<file path="src/rtl/knn_ctrl.sv">
// knn_ctrl: sequences one k-NN job, streaming training words from
// memory into the distance core and pairing each with the test point.
module knn_ctrl #(
   parameter int ADDR_W  = 10,
   parameter int DATA_W  = 32,
   parameter int LABEL_W = 8
) (
   input  logic              clk,
   input  logic              rst,
   input  logic              cfg_start,
   input  logic              cfg_abort,
   input  logic [ADDR_W-1:0] cfg_base,
   input  logic [ADDR_W-1:0] cfg_count,
   input  logic [DATA_W-1:0] test_point,
   output logic              mem_req,
   output logic [ADDR_W-1:0] mem_addr,
   input  logic              mem_ack,
   input  logic [DATA_W-1:0] mem_rdata,
   output logic              core_clear,
   output logic [DATA_W-1:0] core_a,
   output logic [DATA_W-1:0] core_b,
   output logic [LABEL_W-1:0] core_label,
   output logic              core_valid,
   input  logic              core_ready,
   output logic              busy,
   output logic              done,
   output logic [ADDR_W-1:0] processed
);

   typedef enum logic [2:0] {
      IDLE,
      CLEAR,
      FETCH,
      FEED,
      FIN
   } state_t;

   state_t state_q;
   state_t state_d;

   logic [ADDR_W-1:0] base_q;
   logic [ADDR_W-1:0] count_q;
   logic [ADDR_W-1:0] idx_q;
   logic [ADDR_W-1:0] idx_nxt;
   logic [ADDR_W-1:0] proc_q;
   logic [DATA_W-1:0] test_q;
   logic [DATA_W-1:0] word_q;

   logic start_ok;
   logic fetch_ok;
   logic xfer_ok;
   logic last_xfer;

   // Abort outranks a same-cycle ack/ready: the data is simply dropped.
   assign start_ok  = (state_q == IDLE) && cfg_start;
   assign fetch_ok  = (state_q == FETCH) && mem_ack && !cfg_abort;
   assign xfer_ok   = (state_q == FEED) && core_ready && !cfg_abort;
   assign idx_nxt   = idx_q + ADDR_W'(1);
   assign last_xfer = (idx_nxt == count_q);

   always_ff @(posedge clk) begin
      if (rst) begin
         state_q <= IDLE;
      end else begin
         state_q <= state_d;
      end
   end

   always_comb begin
      state_d = state_q;
      unique case (state_q)
         IDLE: begin
            if (cfg_start) begin
               state_d = CLEAR;
            end
         end
         CLEAR: begin
            state_d = (count_q == '0) ? FIN : FETCH;
         end
         FETCH: begin
            if (mem_ack) begin
               state_d = FEED;
            end
         end
         FEED: begin
            if (core_ready) begin
               state_d = last_xfer ? FIN : FETCH;
            end
         end
         FIN: begin
            state_d = IDLE;
         end
         default: begin
            state_d = IDLE;
         end
      endcase
      if (cfg_abort && (state_q != IDLE)) begin
         state_d = IDLE;
      end
   end

   always_ff @(posedge clk) begin
      if (rst) begin
         base_q  <= '0;
         count_q <= '0;
         idx_q   <= '0;
         proc_q  <= '0;
         test_q  <= '0;
         word_q  <= '0;
      end else begin
         if (start_ok) begin
            base_q  <= cfg_base;
            count_q <= cfg_count;
            test_q  <= test_point;
            idx_q   <= '0;
            proc_q  <= '0;
         end
         if (fetch_ok) begin
            word_q <= mem_rdata;
         end
         if (xfer_ok) begin
            idx_q  <= idx_nxt;
            proc_q <= proc_q + ADDR_W'(1);
         end
      end
   end

   always_comb begin
      mem_req    = 1'b0;
      mem_addr   = '0;
      core_clear = 1'b0;
      core_valid = 1'b0;
      done       = 1'b0;
      busy       = 1'b1;
      unique case (state_q)
         IDLE: begin
            busy = 1'b0;
         end
         CLEAR: begin
            core_clear = 1'b1;
         end
         FETCH: begin
            mem_req  = 1'b1;
            mem_addr = base_q + idx_q;
         end
         FEED: begin
            core_valid = 1'b1;
         end
         FIN: begin
            done = 1'b1;
         end
         default: begin
            busy = 1'b0;
         end
      endcase
   end

   assign core_a     = test_q;
   assign core_b     = {{LABEL_W{1'b0}}, word_q[DATA_W-LABEL_W-1:0]};
   assign core_label = word_q[DATA_W-1 -: LABEL_W];
   assign processed  = proc_q;

endmodule

</file>
<file path="config.mk">
export PLATFORM = sky130hd
export DESIGN_NAME = knn_ctrl
export DESIGN_NICKNAME = d
export VERILOG_FILES = /design/src/rtl/knn_ctrl.sv
export SDC_FILE = /design/constraint.sdc
export NUM_CORES = 1
export LEC_CHECK = 0
export BUFFER_PORTS_ARGS = -buffer_cell sky130_fd_sc_hd__buf_2
export CAP_MARGIN = 20
export CORE_MARGIN = 2
export CORE_UTILIZATION = 40
export CTS_CLUSTER_DIAMETER = 150
export DETAILED_ROUTE_END_ITERATION = 8
export GPL_TIMING_DRIVEN = 0
export PLACE_DENSITY = 0.67
export SLEW_MARGIN = 40
export SYNTH_ARGS = -nofsm -noshare
export SYNTH_HDL_FRONTEND = slang
export SYNTH_SLANG_ARGS = --single-unit
</file>
<file path="constraint.sdc">
create_clock -name clk -period 5.1 [get_ports clk]
set_clock_uncertainty 0.05 [all_clocks]
set_input_delay 0.765 -clock clk [delete_from_list [all_inputs] [get_ports clk]]
set_output_delay 0.765 -clock clk [all_outputs]
set_load 0.02 [all_outputs]
</file>
# Word level (Yosys, flattened, before mapping)
# Index checks and enable logic that the tools add are counted.
dict set report op_classes {
  reduce_logical 14
  n_eq_ne 8
  n_addsub 3
  n_mux 15
}
# operator n
set ops {}
lappend ops {{10-bit 2-to-1 mux} 4}
lappend ops {{10-bit by 1-bit adder with 10-bit output, second input constant} 2}
lappend ops {{3-bit 2-to-1 mux} 5}
lappend ops {{3-bit one-hot mux with 4 select lines} 1}
lappend ops {{10-bit adder} 1}
lappend ops {{10-bit == test} 1}
lappend ops {{10-bit zero test} 1}
lappend ops {{3-bit by 2-bit == test with 1-bit output, second input constant} 2}
lappend ops {{1-bit logical AND} 6}
lappend ops {{2-bit != test, second input constant} 3}
lappend ops {{1-bit 2-to-1 mux} 5}
lappend ops {{4-bit OR reduction} 1}
lappend ops {{3-bit by 1-bit == test with 1-bit output, second input constant} 1}
lappend ops {{3-bit == test, second input constant} 1}
lappend ops {{3-bit zero test} 1}
lappend ops {{3-bit AND reduction} 1}
lappend ops {{3-bit nonzero test} 1}
lappend ops {{2-bit nonzero test} 1}
lappend ops {{2-bit OR reduction} 1}
lappend ops {{1-bit zero test} 1}
dict set report word_totals {
  out_inout_bits 97
  word_cells 47
  register_bits 107
  in_bits 90
}

# Depth between registers and ports, before layout
dict set report depth {
  depth_word 5
  mapped_depth 9
  mapped_depth_nobuf 9
}

# Least setup slack after synthesis
# No wires, ideal clock.
dict set report synth_timing {
  path_kind {flip-flop to output port}
  startpoint {reg idx_q[1]}
  endpoint {out mem_addr[7]}
  arrival_time_ps 2222
  setup_slack_ps 2063
  required_time_ps 4285
  stages_incl_launch_ff 8
  n_path_buf 0
  path_cell_list {dfxtp_1 > ha_1 > a21o_1 > a21oi_1 > o21ai_0 > a2111oi_0 > nor3_1 > nor3b_1}
}
dict set report synth_between {
  elab_chain_cells 2
}
# item line_no
set synth_lines {}
lappend synth_lines {{start: declaration} 43} ;# logic [ADDR_W-1:0] idx_q;
lappend synth_lines {{start signal: assignment} 122} ;# idx_q <= idx_nxt;
lappend synth_lines {{10-bit adder} 144} ;# mem_addr = base_q + idx_q;
lappend synth_lines {{10-bit 2-to-1 mux} 135} ;# unique case (state_q)
lappend synth_lines {{end: declaration} 16} ;# output logic [ADDR_W-1:0] mem_addr,
# No other way between the ends.

# Final worst setup path
dict set report layout_timing {
  startpoint {reg idx_q[0]}
  endpoint {out mem_addr[8]}
}
# The elaborated chain is that of the path after synthesis.

==> flow_metrics.tcl <==
set metrics [dict create \
    internal_power_mw 1.42 \
    gp_congestion 0.851 \
    yosys_warnings 0 \
    grt_pass1_vias 4258 \
    ant_nets 0 \
    hold_buffers 0 \
    dp_hpwl_um 10200 \
    p_sw_share_pct 29.6 \
    final_layout_size_suffix_gt1_share_pct 25.3 \
    required_ns 4.28 \
    num_rows 40 \
    maxCapViolations 0 \
    die_area_mm2 0.0132 \
    p_sw_mw 0.598 \
    status "complete, no violations" \
    yosys.area_share.xor_xnor_pct 2.14 \
    critPathMaxFanout 7 \
    route.vias.total 4901 \
    synthFlopType "dfxtp_1" \
    ir_drop_mv 0.156 \
    setup_tns_ns 0 \
    pwr-share-comb_pct 19.3 \
    core_mm2 0.0120 \
    period_share_pct 69.7 \
    ioPinCount 187 \
    synth-compound-area-share_pct 17.1 \
    synth_edf_count 0 \
    max_freq_mhz 281 \
    setup_violations 0 \
    dr.pass1.iters 4 \
    die_w_um 115 \
    rsz0062_at_grt "false" \
    start_kind "flop" \
    drv_slew 0 \
    cts_root_buf "clkbuf_16" \
    cts_buffers 9 \
    drc 0 \
    cts_tree "built" \
    cts_setup_buffers 0 \
    htreeDepth 3 \
    die_h_um 115 \
    multi_input_area_mm2 0.00252 \
    grt-ovfl-total 0 \
    worst_pin_slew_ns 0.724 \
    clk_path_buf_depth 2 \
    track_usage_pct 20.2 \
    hold_viol 0 \
    drt_iter0_markers 244 \
    grt_max_degree 18 \
    synth_top_family_by_area "simple AND/OR/NAND/NOR gates" \
    netlist_instances 643 \
    wirelength_um 13600 \
    power.share.clock_pct 35.2 \
    hold-worst-slack_ns 0.400 \
    critPathMaxStageDelay_ns 0.51 \
    critical-path-slowest-cell "dfxtp_1" \
    area_delta_synth_final_pct 28.5 \
    worstSetupEndpointType "primary output" \
    io_buffers 177 \
    cp_top_family "compound AO/OA/AOI/OAI gates" \
    nNetsFinal 940 \
    min_path_type "reg -> reg" \
    powerDensity_mw_per_mm2 320 \
    start_util_pct 41.0 \
    wire_per_inst_um 13.7 \
    ys_ff_latch 107 \
    synth-async-reset-ratio_pct 0 \
    cts_resized 0 \
    clk_pin_slew_ns 0.07 \
    finalCriticalPeriod_ns 3.55 \
    synth-seq-area-share_pct 43.7 \
    path_cells "ha_1 > inv_1 > fa_1 > nor2b_1 > o21ai_0 > a21boi_0 > o21a_1 > o41ai_1 > mux2i_1 > buf_2" \
    worst-path-buf-inv 2 \
    synth_cell_types 54 \
    regArea_mm2 0.00214 \
    fillers 1209 \
    synth_fa_ha_area_share_pct 3.22 \
    synthMuxAreaShare_pct 2.02 \
    critical_path_class "reg -> out" \
    syn_avg_cell_area_um2 7.62 \
    antenna_found_initial 0 \
    synthSimpleGateAreaFrac_pct 26.3 \
    grt_pass1_wl_um 20800 \
    insertion_delay_ns 0.35 \
    seqPwrFrac_pct 45.6 \
    via_per_inst 4.96 \
    insertedDiodeCount 0 \
    relSlewSlack_pct 51.6 \
    p_leak_nw 2.82 \
    arrival_ns 2.74 \
    cts_sinks 107 \
    syn_area_mm2 0.00490 \
]
==> state kept, by name, summed over array words and instances (netlist names) <==
signal / flops
core_a: 32
word_q: 32
base_q: 10
count_q: 10
idx_q: 10
processed: 10
state_q: 3
==> stage by stage <==
step | utilization (%) | instance area (um^2) | setup WS [ns] | power [mW] | instances
after CTS | 52.6 | 6300 | 1.53 | 2.04 | 989
final | 52.6 | 6300 | 1.55 | 2.02 | 989
after global placement | 50.1 | 6000 | 1.93 | 1.33 | 974
after detailed placement | 50.1 | 6000 | 1.94 | 1.33 | 974
after floorplan | - | 4930 | 2.06 | 1.19 | 650
after global routing | 52.6 | 6300 | 1.22 | 2.12 | 989
==> cell usage in the layout, fill, tap and decap left out, drive strengths merged, types with 2 or more instances in the layout <==
cell type / instances
buf: 190
nand2: 189
a21oi: 109
dfxtp: 107
clkbuf: 44
nor2: 33
nand3: 16
inv: 15
o21ai: 14
nor3: 12
ha: 11
xnor2: 8
conb: 8
nor4: 6
nor2b: 5
mux2i: 5
nand3b: 5
nand2b: 4
nor3b: 4
xor2: 4
a211oi: 4
or3: 4
a31oi: 4
a311oi: 4
mux2: 4
o21a: 3
and2: 3
and3: 3
a21boi: 2
a21o: 2
nand4: 2
o32a: 2
nand4b: 2
clkinv: 2
==> worst reg2reg max path: cells and delay by family (launching register included) <==
kind / cells / cell delay (ns)
and+or+nand+nor: 4 / 0.94
DFF: 1 / 0.51
buffers and inverters: 1 / 0.34
adders and majority gates: 1 / 0.32
AOI/OAI and AO/OA: 2 / 0.25
==> final cells by class <==
type	instances	area share [%]
Inverter	13	0.775
Clock inverter	5	0.974
Buffer	47	3.46
Sequential cell	107	34.0
Tap cell	147	2.92
Clock buffer	10	3.79
Timing Repair Buffer	177	14.1
Multi-Input combinational cell	483	40.0
==> final timing paths <==
path | from | endpoint | slack [ns] | cells after the start
setup / recovery | idx_q[0] | mem_addr[8] | 1.55 | 10
setup reg to reg | idx_q[0] | state_q[1] | 2.58 | 8
hold / removal | word_q[7] | word_q[7] | 0.40 | 2
hold reg to reg | word_q[7] | word_q[7] | 0.40 | 2
==> Yosys cell counts, types with 8 or more instances <==
cell | number | share of area [%]
o21ai_0 | 14 | 1.4
a21oi_1 | 109 | 11
nor2_1 | 32 | 2.5
nand2_1 | 189 | 14
xnor2_1 | 8 | 1.4
ha_1 | 11 | 2.8
inv_1 | 13 | 1.0
buf_4 | 8 | 1.2
clkbuf_1 | 34 | 2.6
nand3_1 | 15 | 1.5
dfxtp_1 | 107 | 44
nor3_1 | 11 | 1.1
==> power groups by stage <==
stage	combinational, mW	sequential [mW]	clock [mW]
floorplan	0.215	0.974	0
global route	0.434	0.926	0.759
finish	0.389	0.919	0.709
CTS	0.394	0.919	0.729
global placement	0.391	0.937	0
detailed placement	0.393	0.938	0
==> layer usage <==
metal  vias up  GRT usage, %  wire (um)
li1       2545             -          -
met3         8          4.29        656
met4         0          7.07        150
met1      2230          26.4       6310
met2       118          33.1       6460
met5         -             0          0
==> cell families after synthesis <==
family / count (synthesis)
other cells: 1
fa+ha+maj: 12
buf+inv: 60
flops: 107
simple gates: 291
mux: 9
compound gates: 151
xor+xnor: 12
Power figures use the tool's default switching activity.
